===== config.mk =====
export PLATFORM = sky130hd
export DESIGN_NAME = vga_pixel_feeder
export DESIGN_NICKNAME = d
export VERILOG_FILES = /design/src/rtl/vga_pixel_feeder.sv
export SDC_FILE = /design/constraint.sdc
export NUM_CORES = 1
export LEC_CHECK = 0
export ABC_CLOCK_PERIOD_IN_PS = 2550
export CAP_MARGIN = 20
export CORE_MARGIN = 2
export CORE_UTILIZATION = 47
export CTS_CLUSTER_DIAMETER = 40
export DETAILED_ROUTE_END_ITERATION = 6
export PLACE_DENSITY = 0.87
export SYNTH_ARGS = -nofsm -noshare
export SYNTH_HDL_FRONTEND = slang
export SYNTH_SLANG_ARGS = --single-unit

===== constraint.sdc =====
create_clock -name pixel_clk -period 2.55 [get_ports pixel_clk]
set_clock_uncertainty 0.15 [all_clocks]
set_input_delay 0.51 -clock pixel_clk [delete_from_list [all_inputs] [get_ports pixel_clk]]
set_output_delay 0.51 -clock pixel_clk [all_outputs]
set_load 0.03 [all_outputs]

===== src/rtl/vga_pixel_feeder.sv =====
// Pixel-clock feeder: pulls framebuffer words from the pixel FIFO and aligns them with the VGA timing.
// Streams only after FIFO-full plus a frame boundary; underflow or bad frame length triggers an upstream restart.
`timescale 1ns/1ps
module vga_pixel_feeder #(
    parameter int unsigned HDISP = 800,
    parameter int unsigned VDISP = 480,
    parameter int unsigned CNT_W = 16
) (
    input  logic             pixel_clk,
    input  logic             pixel_rst,
    input  logic             in_hs,
    input  logic             in_vs,
    input  logic             in_de,
    input  logic [31:0]      fifo_rdata,
    input  logic             fifo_rempty,
    input  logic             fifo_full_s,
    output logic             fifo_rd,
    output logic             out_hs,
    output logic             out_vs,
    output logic             out_de,
    output logic [23:0]      out_rgb,
    output logic             restart_req,
    output logic [CNT_W-1:0] underflow_cnt
);
    localparam int unsigned      PIX_TOTAL  = HDISP * VDISP;
    localparam int unsigned      PIX_W      = $clog2(PIX_TOTAL + 1);
    localparam logic [PIX_W-1:0] PIX_TARGET = PIX_W'(PIX_TOTAL);

    typedef enum logic [1:0] {
        WAIT_FULL,
        WAIT_FRAME,
        STREAM,
        RESYNC
    } state_t;

    state_t           r_state;
    state_t           w_state_nxt;
    logic [PIX_W-1:0] r_pix_cnt;
    logic [PIX_W-1:0] w_pix_cnt_nxt;
    logic             r_vs_prev;
    logic             w_frame_start;
    logic             r_hs1;
    logic             r_vs1;
    logic             r_de1;
    logic             r_rd_q;
    logic             w_unused_rdata_hi;

    assign w_frame_start     = r_vs_prev & ~in_vs;
    assign w_unused_rdata_hi = ^fifo_rdata[31:24];

    always_comb begin
        w_state_nxt   = r_state;
        w_pix_cnt_nxt = r_pix_cnt;
        fifo_rd       = 1'b0;
        restart_req   = 1'b0;
        case (r_state)
            WAIT_FULL: begin
                if (fifo_full_s) w_state_nxt = WAIT_FRAME;
            end
            WAIT_FRAME: begin
                w_pix_cnt_nxt = '0;
                if (w_frame_start) w_state_nxt = STREAM;
            end
            STREAM: begin
                fifo_rd = in_de & ~fifo_rempty;
                // Underflow outranks a coincident frame boundary so only one error is logged.
                if (in_de && fifo_rempty) begin
                    w_state_nxt = RESYNC;
                end else if (w_frame_start) begin
                    if (r_pix_cnt != PIX_TARGET) w_state_nxt = RESYNC;
                    else                         w_pix_cnt_nxt = '0;
                end else if (fifo_rd && (r_pix_cnt != PIX_TARGET)) begin
                    w_pix_cnt_nxt = r_pix_cnt + PIX_W'(1);
                end
            end
            RESYNC: begin
                restart_req = 1'b1;
                w_state_nxt = WAIT_FULL;
            end
            default: w_state_nxt = WAIT_FULL;
        endcase
    end

    always_ff @(posedge pixel_clk or posedge pixel_rst) begin
        if (pixel_rst) begin
            r_state       <= WAIT_FULL;
            r_pix_cnt     <= '0;
            r_vs_prev     <= 1'b1;
            underflow_cnt <= '0;
        end else begin
            r_state   <= w_state_nxt;
            r_pix_cnt <= w_pix_cnt_nxt;
            r_vs_prev <= in_vs;
            if ((r_state == RESYNC) && (underflow_cnt != '1))
                underflow_cnt <= underflow_cnt + CNT_W'(1);
        end
    end

    // Two-stage alignment: the FIFO word arrives one cycle after fifo_rd, so it joins at stage 2.
    always_ff @(posedge pixel_clk or posedge pixel_rst) begin
        if (pixel_rst) begin
            r_hs1   <= 1'b1;
            r_vs1   <= 1'b1;
            r_de1   <= 1'b0;
            r_rd_q  <= 1'b0;
            out_hs  <= 1'b1;
            out_vs  <= 1'b1;
            out_de  <= 1'b0;
            out_rgb <= '0;
        end else begin
            r_hs1   <= in_hs;
            r_vs1   <= in_vs;
            r_de1   <= in_de;
            r_rd_q  <= fifo_rd;
            out_hs  <= r_hs1;
            out_vs  <= r_vs1;
            out_de  <= r_de1;
            out_rgb <= r_rd_q ? fifo_rdata[23:0] : '0;
        end
    end

endmodule


==> flow_metrics.py <==
metrics = {
    "global_route": {
        "grt_max_degree": 36,
        "grt.total_usage_pct": 21.1,
        "antenna_found_initial": 0,
        "grt_overflow_total": 0,
        "grt_pass1_wl_um": 10900,
        "grt_pass1_vias": 2230,
    },
    "logic_synthesis": {
        "synthTopCellsByArea": "dfrtp_1, and2_1, a31oi_1",
        "yosys.area.top_type_share_pct": 54.9,
        "synth_most_common_cell": "dfrtp_1",
        "synth_seq_cells": 68,
        "synth_edf_count": 0,
        "ys_dominant_reg_cell": "dfrtp_1",
        "netlist_instances": 263,
        "synth_common_cells": "dfrtp_1, and2_1, a21oi_1, a31oi_1, nand2_1",
        "synth_area_leader_cell": "dfrtp_1",
        "yosysSeqAreaShare_pct": 58.5,
        "synth_nets": 309,
        "syn_area_per_cell_um2": 11.1,
        "async_flop_share_pct": 100,
        "synth_warnings": 0,
        "yosysUniqueCellTypes": 40,
        "netlist_area_um2": 2920,
    },
    "clock_network": {
        "cts_hold_buf": 0,
        "cts_tree": "yes",
        "cts-root-buf": "clkbuf_8",
        "clkTransAtPathRegs_ns": 0.07,
        "post-cts-setup-buffer-count": 0,
        "cts_max_path_buffers": 2,
        "cts_max_level": 3,
        "cts.sinks": 68,
        "cts_buffers": 9,
        "clk_latency_ns": 0.33,
        "cts_resized": 0,
    },
    "placed_design": {
        "hpwl_um": 4770,
        "place_congestion": 0.799,
        "place_area_um2": 3790,
        "numPortBuffers": 75,
        "place_ws_ns": 0.0975,
    },
    "die": {
        "io_pins": 84,
        "rows": 28,
        "core_area_um2": 5960,
        "die_x_um": 82.8,
        "die_h_um": 82.8,
        "fp.dieArea_um2": 6850,
        "start_util_pct": 49.0,
    },
    "routing": {
        "wl_per_cell_um": 15.6,
        "drtIter0Drc": 100,
        "firstDrtPassIters": 4,
        "detail-route-antenna-nets": 0,
        "drt-total-wl_um": 6710,
        "vias_per_cell": 5.41,
        "drc": 0,
        "vias": 2323,
    },
    "critical_path": {
        "required_ns": 1.89,
        "critPathCaptureType": "output pin",
        "path_max_fanout": 6,
        "critical_path_class": "reg2out",
        "cp-start-kind": "register",
        "arrival_ns": 1.75,
    },
    "pwr": {
        "p_leak_nw": 1.77,
        "irDropWorstVdd_uv": 648,
        "power_density_nw_per_um2": 792,
    },
    "sta": {
        "finalCriticalPeriod_ns": 2.41,
        "worst_slew_pin_slew_ns": 0.568,
        "hold_viol": 0,
        "whs_ns": 0.199,
        "postLayoutSetupSlackWorst_ns": 0.138,
        "tns_ns": 0,
        "slew_headroom_pct": 61.8,
        "max_freq_ghz": 0.415,
        "setup_viol": 0,
        "rsz0062_at_grt": "false",
        "period_share_pct": 94.6,
        "slew_viol_final": 0,
    },
    "cells_and_area": {
        "final_cell_area_um2": 4030,
        "fin_nets": 395,
        "drive_gt1_share_pct": 9.04,
        "diodes": 0,
        "final_util_pct": 67.6,
        "n_fill_cell": 410,
        "synthToLayoutAreaGrowth_pct": 38.1,
    },
    "worst_hold_path": {
        "worstHoldPathType": "reg2reg",
    },
    "outcome": {
        "status": "finished, final reports clean",
    },
    "job": {
        "maxCapViolCount": 0,
    },
}
per-layer routing:
metal | share of wire, % | GRT usage [%] | wire (um)
met5 | 0 | 0 | 0
met3 | 7.4 | 6.82 | 495
met1 | 41 | 25.4 | 2770
met2 | 50 | 36.8 | 3360
met4 | 1.3 | 5.25 | 85
cell families after synthesis:
group | count (synthesis) | synth area share, %
flops | 68 | 58.5
mux | 3 | 1.12
simple gates | 104 | 20.5
fa+ha+maj | 7 | 3.00
xor+xnor | 12 | 3.60
buf+inv | 16 | 2.40
compound gates | 53 | 10.9
layout make-up:
cell class	instances	area [um^2]	area share [%]
clock buffers	11	141	3.51
clock inverters	5	85.1	2.11
multi-input cells	179	1150	28.5
flip-flops and latches	68	1710	42.4
repair buffers	83	821	20.4
well taps	75	93.8	2.33
inverters	8	30.0	0.746
state kept, by name, indices dropped and copies added, names as in the netlist, 2 cells and up:
signal	cells
out_rgb	24
r_pix_cnt	19
r_state	2
underflow_cnt	16
final timing paths:
check | from | to | slack [ns] | depth (start not counted)
setup / recovery | r_state[1]$_DFFE_PP0P_ | restart_req | 0.14 | 2
hold / removal | r_hs1$_DFF_PP1_ | out_hs$_DFF_PP1_ | 0.20 | 0
setup reg to reg | r_pix_cnt[13]$_DFFE_PP0P_ | r_pix_cnt[6]$_DFFE_PP0P_ | 0.18 | 6
hold reg to reg | r_hs1$_DFF_PP1_ | out_hs$_DFF_PP1_ | 0.20 | 0
max in group asynchronous | pixel_rst | r_vs1$_DFF_PP1_ | 1.28 | 3
min in group asynchronous | pixel_rst | out_rgb[0]$_DFF_PP0_ | 0.36 | 2
critical path: stages, from the launching register on:
cell,delay (ns)
dfrtp_1,0.40
ha_1,0.30
clkdlybuf4s50_1,0.72
cell usage in the layout, fill, tap and decap left out, types with 2 or more instances in the layout:
cell type / Yosys / layout
o21ai_0: 5 / 5
xnor2_1: 8 / 8
nand4_1: 8 / 8
nor2_1: 12 / 12
nand2_1: 16 / 16
nand3_1: 10 / 10
dfstp_2: 4 / 4
xor2_1: 4 / 4
mux2_1: 2 / 2
clkinv_4: 0 / 2
clkdlybuf4s50_1: 0 / 74
inv_1: 8 / 7
and2_1: 26 / 26
a21oi_1: 19 / 19
a31oi_1: 17 / 17
buf_4: 0 / 8
and4_1: 2 / 2
and3_1: 6 / 6
nor3_1: 4 / 4
dfrtp_1: 64 / 64
bufinv_16: 0 / 2
ha_1: 7 / 7
o21ai_1: 3 / 3
clkbuf_8: 0 / 10
or4_1: 2 / 2
a41oi_1: 5 / 5
nand2b_1: 7 / 7
through the flow:
stage	total power, mW	instances
after floorplan	1.87	263
after global placement	2.18	413
after detailed placement	2.22	413
after CTS	3.22	429
after global routing	3.37	429
final	3.19	429
report_power, final:
part | internal (mW) | switching (mW) | total (mW)
Combinational | 0.384 | 0.521 | 0.905
Clock | 0.581 | 0.405 | 0.986
Sequential | 1.19 | 0.108 | 1.30
Power figures use the tool's default switching activity.
